===== src/rtl/vcmd_tx.sv =====
// vcmd_tx - host-side encoder for the video command byte stream.
//
// Turns VRAM write requests (19-bit address + 8-bit data) into the byte
// protocol understood by the video command receiver. A discontiguous write
// is preceded by a SetAddr command (0x01, page, high, low) sent in command
// mode. Writes that continue the previous address are streamed as raw data
// bytes in data mode.
//
// Ports:
//   Clk             system clock, rising edge
//   Reset           asynchronous, active-high reset
//   WriteValid      write request present
//   WriteAddr[18:0] VRAM byte address of the request
//   WriteData[7:0]  VRAM data byte of the request
//   WriteReady      request accepted when WriteValid & WriteReady
//   ByteOut[7:0]    protocol byte to the link (registered)
//   ByteValid       ByteOut valid, held until ByteReady (registered)
//   ByteReady       link accepts ByteOut this cycle
//   DataModeEnable  0 = command bytes, 1 = data bytes (registered)
//
// Parameter:
//   IDLE_CYCLES     idle cycles in data mode before DataModeEnable drops,
//                   0 disables the timeout

module vcmd_tx #(
  parameter int IDLE_CYCLES = 16
) (
  input  logic        Clk,
  input  logic        Reset,
  input  logic        WriteValid,
  input  logic [18:0] WriteAddr,
  input  logic [7:0]  WriteData,
  output logic        WriteReady,
  output logic [7:0]  ByteOut,
  output logic        ByteValid,
  input  logic        ByteReady,
  output logic        DataModeEnable
);

  typedef enum logic [2:0] {
    S_IDLE,
    S_CMD,
    S_PAGE,
    S_HIGH,
    S_LOW,
    S_MODE,
    S_DATA,
    S_UNMODE
  } state_t;

  localparam int CW = (IDLE_CYCLES > 1) ? $clog2(IDLE_CYCLES) : 1;
  localparam logic [CW-1:0] IDLE_LAST = CW'((IDLE_CYCLES > 0) ? IDLE_CYCLES - 1 : 0);

  state_t        r_state;
  state_t        w_nextState;
  logic [18:0]   r_holdAddr;
  logic [7:0]    r_holdData;
  logic [18:0]   r_expAddr;
  logic          r_expAddrValid;
  logic [CW-1:0] r_idleCnt;
  logic [7:0]    r_byteOut;
  logic          r_byteValid;
  logic          r_dataMode;

  logic          w_accept;
  logic          w_contig;
  logic          w_idleCounting;
  logic          w_timeout;
  logic [18:0]   w_holdAddrNext;
  logic [7:0]    w_holdDataNext;
  logic [7:0]    w_nextByteOut;
  logic          w_nextByteValid;
  logic          w_nextDataMode;

  assign WriteReady     = (r_state == S_IDLE) && !Reset;
  assign ByteOut        = r_byteOut;
  assign ByteValid      = r_byteValid;
  assign DataModeEnable = r_dataMode;

  assign w_accept = (r_state == S_IDLE) && WriteValid;

  // A matching address only counts once a data byte has actually gone out,
  // so the first request after reset always carries a full SetAddr.
  assign w_contig = r_expAddrValid && (WriteAddr == r_expAddr);

  // The idle timeout only runs while parked in data mode with nothing
  // arriving; acceptance or any other state keeps the counter cleared.
  assign w_idleCounting = (IDLE_CYCLES > 0) && (r_state == S_IDLE) &&
                          r_dataMode && !WriteValid;
  assign w_timeout      = w_idleCounting && (r_idleCnt == IDLE_LAST);

  // The buffer contents as they will be after this edge, so a byte state
  // entered straight from IDLE already shows the new request's fields.
  assign w_holdAddrNext = w_accept ? WriteAddr : r_holdAddr;
  assign w_holdDataNext = w_accept ? WriteData : r_holdData;

  // State register.
  always_ff @(posedge Clk or posedge Reset) begin
    if (Reset) begin
      r_state <= S_IDLE;
    end else begin
      r_state <= w_nextState;
    end
  end

  // Next-state logic. Byte states only advance on the link handshake, so
  // back-pressure stalls the sequence in place.
  always_comb begin
    w_nextState = r_state;
    case (r_state)
      S_IDLE: begin
        if (WriteValid) begin
          if (w_contig && r_dataMode) begin
            w_nextState = S_DATA;
          end else if (w_contig) begin
            w_nextState = S_MODE;
          end else if (r_dataMode) begin
            w_nextState = S_UNMODE;
          end else begin
            w_nextState = S_CMD;
          end
        end
      end
      S_CMD:    if (ByteReady) w_nextState = S_PAGE;
      S_PAGE:   if (ByteReady) w_nextState = S_HIGH;
      S_HIGH:   if (ByteReady) w_nextState = S_LOW;
      S_LOW:    if (ByteReady) w_nextState = S_MODE;
      S_MODE:   w_nextState = S_DATA;
      S_DATA:   if (ByteReady) w_nextState = S_IDLE;
      S_UNMODE: w_nextState = S_CMD;
      default:  w_nextState = S_IDLE;
    endcase
  end

  // Output logic. The byte outputs are computed from the state being
  // entered and then registered, so ByteReady never reaches the outputs
  // combinationally. The mode flag only changes in MODE, UNMODE or on the
  // idle timeout, all of which have ByteValid low.
  always_comb begin
    w_nextByteValid = 1'b0;
    w_nextByteOut   = r_byteOut;
    case (w_nextState)
      S_CMD: begin
        w_nextByteValid = 1'b1;
        w_nextByteOut   = 8'h01;
      end
      S_PAGE: begin
        w_nextByteValid = 1'b1;
        w_nextByteOut   = {5'b0, w_holdAddrNext[18:16]};
      end
      S_HIGH: begin
        w_nextByteValid = 1'b1;
        w_nextByteOut   = w_holdAddrNext[15:8];
      end
      S_LOW: begin
        w_nextByteValid = 1'b1;
        w_nextByteOut   = w_holdAddrNext[7:0];
      end
      S_DATA: begin
        w_nextByteValid = 1'b1;
        w_nextByteOut   = w_holdDataNext;
      end
      default: begin
        w_nextByteValid = 1'b0;
      end
    endcase

    w_nextDataMode = r_dataMode;
    if (r_state == S_MODE) begin
      w_nextDataMode = 1'b1;
    end else if (r_state == S_UNMODE || w_timeout) begin
      w_nextDataMode = 1'b0;
    end
  end

  // Registered outputs, request buffer, expected-address tracker and idle
  // counter. The expected address wraps naturally at 19 bits, which makes
  // 0x7FFFF -> 0x00000 contiguous.
  always_ff @(posedge Clk or posedge Reset) begin
    if (Reset) begin
      r_byteOut      <= 8'h00;
      r_byteValid    <= 1'b0;
      r_dataMode     <= 1'b0;
      r_holdAddr     <= '0;
      r_holdData     <= '0;
      r_expAddr      <= '0;
      r_expAddrValid <= 1'b0;
      r_idleCnt      <= '0;
    end else begin
      r_byteOut   <= w_nextByteOut;
      r_byteValid <= w_nextByteValid;
      r_dataMode  <= w_nextDataMode;

      if (w_accept) begin
        r_holdAddr <= WriteAddr;
        r_holdData <= WriteData;
      end

      if (r_state == S_DATA && ByteReady) begin
        r_expAddr      <= r_holdAddr + 19'd1;
        r_expAddrValid <= 1'b1;
      end

      if (w_idleCounting && !w_timeout) begin
        r_idleCnt <= r_idleCnt + CW'(1);
      end else begin
        r_idleCnt <= '0;
      end
    end
  end

endmodule


===== config.mk =====
export PLATFORM = sky130hd
export DESIGN_NAME = vcmd_tx
export DESIGN_NICKNAME = d
export VERILOG_FILES = /design/src/rtl/vcmd_tx.sv
export SDC_FILE = /design/constraint.sdc
export NUM_CORES = 1
export LEC_CHECK = 0
export ABC_AREA = 1
export BUFFER_PORTS_ARGS = -buffer_cell sky130_fd_sc_hd__buf_2
export CAP_MARGIN = 20
export CORE_ASPECT_RATIO = 0.75
export CORE_MARGIN = 2
export CORE_UTILIZATION = 55
export CTS_CLUSTER_DIAMETER = 40
export DETAILED_ROUTE_END_ITERATION = 6
export HOLD_SLACK_MARGIN = 0.12
export PLACE_DENSITY_LB_ADDON = 0.08
export SYNTH_ARGS = -nofsm -noshare
export SYNTH_HDL_FRONTEND = slang
export SYNTH_SLANG_ARGS = --single-unit

===== constraint.sdc =====
create_clock -name Clk -period 2.5 [get_ports Clk]
set_clock_uncertainty 0.15 [all_clocks]
set_input_delay 0.25 -clock Clk [delete_from_list [all_inputs] [get_ports Clk]]
set_output_delay 0.25 -clock Clk [all_outputs]
set_load 0.02 [all_outputs]

==> run_results.csv, run 1 <==
group,metric,value,unit
synth,synth_commonest_cells,"nand2_1 (170), inv_1 (68), dfrtp_1 (64)",
timing,max_freq,444,MHz
worst_hold_path,hold_class,"input pin to flop",
synth,yosysWarnings,0,
synth,syn_area,3850,um2
critical_path,worst_setup_path_end_kind,"flop",
detailed_routing,wl_per_cell,13.8,um
detailed_routing,vias_per_cell,5.13,
power_and_ir_drop,leakage,2.40,nW
placed_design,place.gp.congestion,0.900,
synth,synth_seq_cells,64,
synth,synthArstFlopShare,100,%
timing,worst_slew_pin_slew,822,ps
timing,hold_ws,134,ps
clock_network,clock_sinks,64,
synth,synth_enable_flop_cells,0,
grt,grt_pass1_vias,3451,
synth,syn_area_per_cell,7.21,um2
clock_network,cts_tree,"built",
placed_design,hpwl,7010,um
timing,slew_violations,0,
finish,fillCellCount,601,
timing,rsz0062_at_grt,"false",
detailed_routing,totalWireLength,9490,um
status,status,"completed",
die,start_util,56.6,%
finish,multi_input_area,1850,um2
timing,setup_violations,0,
placed_design,io_buffers,41,
grt,track_usage,27.5,%
detailed_routing,drt_iter0_markers,245,
die,core_area,6800,um2
die,num_rows,26,
critical_path,crit_required,2590,ps
die,io-pin-count,42,
timing,tns,0,ps
clock_network,clock_latency,350,ps
timing,hold_viol_final,0,
die,die_area,7690,um2
clock_network,cts_buffers,9,
synth,synthCells,534,
grt,antenna_found_initial,0,
detailed_routing,final_antenna_net_count,0,
grt,grt_pass1_wl,16500,um
critical_path,arrival,2340,ps
clock_network,cts.htree.levels,3,
timing,relSlewSlack,45.2,%
finish,final_cells,689,
critical_path,critPathKind,"input pin to flop",
timing,fin_crit_sh,90.1,%
clock_network,cts.path.max_buffers,2,
synth,syn-num-nets,567,
die,chipWidth,101,um
synth,synth_cell_types,36,
synth,yosys.area.top_type,"dfrtp_1",
flow_run,timing.max_cap.violations,0,
detailed_routing,dr.pass1.iters,5,
placed_design,placed_cell_area,4110,um2
timing,min_period,2250,ps
power_and_ir_drop,ir_worst_vdd,866,uV
finish,post-route-util,67.8,%
finish,layout.area.seq,1600,um2
clock_network,cts_setup_buffers,0,
power_and_ir_drop,p_per_area,1240,nW/um2
finish,drive_above_1_share,19.8,%
placed_design,dp_cells,650,
critical_path,critPathMaxFanout,8,
power_and_ir_drop,fin_total_pwr,5.72,mW
finish,syn2layout_area_growth,19.8,%
detailed_routing,drc,0,
critical_path,cp-start-kind,"input pin",
finish,final_nets,633,
synth,synth_most_common_cell,"nand2_1",
clock_network,cts.reportedPaths.clkPinSlew,70,ps
finish,fin_area,4610,um2
detailed_routing,dr_total_vias,3538,
grt,gr-total-overflow,0,
clock_network,cts_root_buf,"clkbuf_8",
die,die_y,76.4,um
synth,seq_area_frac_synth,41.6,%
synth,synth_area_leaders,"dfrtp_1 (42%), nand2_1 (17%), inv_1 (6.6%)",
placed_design,pre_cts_slack,401,ps
grt,grt_max_degree,65,
synth,synthFlopType,"dfrtp_1",
timing,fin_ws,248,ps
synth,synth_top_cell_area_share,41.6,%
finish,diodes,0,
-- worst max-delay path, stage by stage --
cell,delay (ps)
dlygate4sd3_1,530
buf_2,140
nand2_1,130
nand2_1,70
nor2_1,150
nand2_1,80
nor2_2,90
nand4_2,160
a21oi_4,300
nand2_4,130
nand2_4,80
inv_2,70
nand3_1,80
nand3_1,60
-- state kept, by name, indices dropped and copies added, names as in the netlist --
name            flops
r_expAddr          19
r_holdAddr         19
ByteOut             8
r_holdData          8
r_idleCnt           4
r_state             3
ByteValid           1
DataModeEnable      1
r_expAddrValid      1
-- layer usage --
metal  GRT usage, %  up-vias  share of wire, %
met3           7.06        8               4.7
met5              0        -                 0
met2           40.4       90                44
li1               -     1802                 -
met1           40.1     1638                50
met4           7.95        0              0.92
-- cell type report --
| cell class | instances | share of cell area (%) |
|---|---|---|
| multi-input cells | 374 | 40.1 |
| flip-flops and latches | 64 | 34.7 |
| repair buffers | 67 | 10.2 |
| inverters | 84 | 6.84 |
| clock buffers | 10 | 2.99 |
| clock inverters | 6 | 2.82 |
| well taps | 84 | 2.28 |
-- cell families (layout without fill, tap and decap cells) --
| family | after synthesis | after routing | synth area share [%] |
|---|---|---|---|
| adders and majority gates | 2 | 2 | 0.650 |
| xor gates and xnor gates | 7 | 7 | 1.59 |
| DFF | 64 | 64 | 41.6 |
| AOI/OAI and AO/OA | 60 | 60 | 9.10 |
| and+or+nand+nor | 305 | 305 | 36.7 |
| buffers and inverters | 96 | 167 | 10.3 |
-- timing repair --
item | CTS | global route
resized for setup | 0 | 0
hold buffers | 23 | 0
hold endpoints to repair | 89 | 0
-- worst paths after layout --
check	cells after the start	slack, ps	endpoint	start
max reg2reg	11	380	ByteOut[5]$_DFFE_PP0P_	r_state[0]$_DFF_PP0_
min reg2reg	1	310	r_idleCnt[0]$_DFF_PP0_	r_idleCnt[0]$_DFF_PP0_
max in group asynchronous	4	1110	r_expAddr[2]$_DFFE_PP0P_	Reset
min	3	130	r_holdAddr[2]$_DFF_PP0_	WriteAddr[2]
max	14	250	ByteOut[6]$_DFFE_PP0P_	WriteAddr[3]
min in group asynchronous	4	530	r_holdAddr[1]$_DFF_PP0_	Reset
-- layout by cell type (no fill, tap or decap), types with 14 or more instances in the layout --
cell / instances
o21ai_1: 14
nand2_1: 170
o21ai_0: 28
buf_2: 41
inv_1: 67
dlygate4sd3_1: 23
nor2_1: 47
inv_2: 17
dfrtp_1: 64
nand3_1: 29
-- report_power, final --
group	internal [mW]	switching (mW)
sequential	1.51	0.363
clock	0.787	0.400
combinational	0.872	1.79
total	3.17	2.55
Note: power is estimated with default switching activity, not from simulation.
==> run 2: changes to the inputs <==
--- a/config.mk
+++ b/config.mk
@@ -9,7 +9,7 @@
 export BUFFER_PORTS_ARGS = -buffer_cell sky130_fd_sc_hd__buf_2
 export CAP_MARGIN = 20
 export CORE_ASPECT_RATIO = 0.75
-export CORE_MARGIN = 2
+export CORE_MARGIN = 1.5
 export CORE_UTILIZATION = 55
 export CTS_CLUSTER_DIAMETER = 40
 export DETAILED_ROUTE_END_ITERATION = 6
==> run_results.csv, run 2 (synthesis results as in run 1) <==
group,metric,value,unit
die,num_rows,26,
die,start_util,56.6,%
status,status,"completed",
grt,grt_max_degree,39,
critical_path,crit_required,2570,ps
clock_network,cts_buffers,9,
grt,antenna_found_initial,0,
timing,worst_slew_pin_slew,604,ps
grt,grt_pass1_vias,3188,
flow_run,timing.max_cap.violations,0,
critical_path,critPathMaxFanout,12,
finish,multi_input_area,1850,um2
timing,min_period,2280,ps
clock_network,cts_root_buf,"clkbuf_8",
timing,hold_viol_final,0,
clock_network,cts.path.max_buffers,2,
timing,max_freq,439,MHz
placed_design,dp_cells,650,
timing,tns,0,ps
clock_network,clock_latency,330,ps
detailed_routing,dr.pass1.iters,5,
finish,layout_commonest_cell,"nand2_1",
critical_path,arrival,2350,ps
critical_path,critPathKind,"input pin to flop",
detailed_routing,dr_total_vias,3527,
power_and_ir_drop,ir_worst_vdd,760,uV
detailed_routing,wl_per_cell,14.0,um
timing,setup_violations,0,
finish,diodes,0,
finish,syn2layout_area_growth,18.2,%
die,io-pin-count,42,
clock_network,cts.reportedPaths.clkPinSlew,70,ps
grt,gr-total-overflow,0,
power_and_ir_drop,p_per_area,1200,nW/um2
finish,final_cell_mix,"nand2_1 (170), inv_1 (67), dfrtp_1 (64), nor2_1 (47), buf_2 (41)",
power_and_ir_drop,fin_total_pwr,5.48,mW
placed_design,io_buffers,41,
timing,fin_crit_sh,91.1,%
clock_network,cts_resized,0,
placed_design,pre_cts_slack,386,ps
timing,slew_violations,0,
die,die_y,75.4,um
placed_design,place.gp.congestion,0.890,
finish,drive_above_1_share,19.7,%
power_and_ir_drop,leakage,2.37,nW
finish,layout.area.seq,1600,um2
detailed_routing,totalWireLength,9630,um
clock_network,cts_setup_buffers,0,
detailed_routing,drc,0,
clock_network,clock_sinks,64,
timing,rsz0062_at_grt,"false",
timing,relSlewSlack,59.7,%
die,chipWidth,99.6,um
finish,reg.largest.list,"r_expAddr x19, r_holdAddr x19",
finish,final_nets,632,
grt,track_usage,27.4,%
timing,fin_ws,223,ps
clock_network,postCtsHoldBufs,22,
placed_design,hpwl,7270,um
detailed_routing,final_antenna_net_count,0,
clock_network,cts.htree.levels,3,
critical_path,cp-start-kind,"input pin",
die,core_area,6800,um2
finish,final_cells,687,
grt,grt_pass1_wl,15600,um
die,die_area,7510,um2
worst_hold_path,hold_class,"input pin to flop",
critical_path,reg2reg_slack,350,ps
detailed_routing,drt_iter0_markers,210,
detailed_routing,vias_per_cell,5.13,
finish,fillCellCount,590,
critical_path,worst_setup_path_end_kind,"flop",
clock_network,cts_tree,"built",
[run 2: cell types whose count changed in the layout (fill, tap and decap cells not counted), sizes merged]
| cell | delta |
|---|---|
| clkbuf | +2 |
| dlygate4sd3 | -1 |
| bufinv | -3 |
[run 2: area by class of cell]
type,instances,area share [%]
clock inverter,3,0.880
timing repair buffer,66,10.4
tap,84,2.31
multi-input combinational,374,40.7
inverter,84,6.93
clock buffer,12,3.63
sequential,64,35.2
[run 2: worst paths after layout]
| path | startpoint | to | cells after the start |
|---|---|---|---|
| max | WriteAddr[3] | ByteOut[6]$_DFFE_PP0P_ | 16 |
| min reg2reg | r_idleCnt[0]$_DFF_PP0_ | r_idleCnt[0]$_DFF_PP0_ | 1 |
| min | WriteAddr[18] | r_holdAddr[18]$_DFF_PP0_ | 3 |
| max in group asynchronous | Reset | r_holdAddr[12]$_DFF_PP0_ | 4 |
| min in group asynchronous | Reset | r_idleCnt[2]$_DFF_PP0_ | 3 |
| max reg2reg | r_state[0]$_DFF_PP0_ | ByteOut[3]$_DFFE_PP0P_ | 11 |
[run 2: worst max-delay path, stage by stage]
cell and delay (ps):
dlygate4sd3_1 530, buf_2 140, nand2_1 120, nand2_1 60, nor2_1 130, nand2_1 70
nor2_1 90, nand3_1 120, nand2_1 120, nand2_1 70, nand2_2 220, nand2_4 130
nand2_4 80, inv_2 60, nand3_1 80, nand3_1 70
[run 2: power breakdown]
part	internal (mW)	leakage, nW	switching (mW)
sequential	1.51	0.789	0.372
clock	0.533	0.108	0.387
combinational	0.873	1.48	1.80
[run 2: metal layers]
layer / vias up / GRT usage [%] / wire length, um
met3: 16 / 4.59 / 454
met4: 0 / 7.82 / 140
met5: - / 0 / 0
li1: 1800 / - / -
met1: 1613 / 38.8 / 4800
met2: 98 / 44.4 / 4240
[run 2: metrics by stage]
stage          hold slack [ps]  util (%)  instance area, um2
2_1_floorplan              235         -                3850
3_3_place_gp               209      60.7                4130
3_5_place_dp               219      60.7                4130
4_1_cts                    127      66.9                4550
5_1_grt                    154      66.9                4550
6_report                   128      66.9                4550
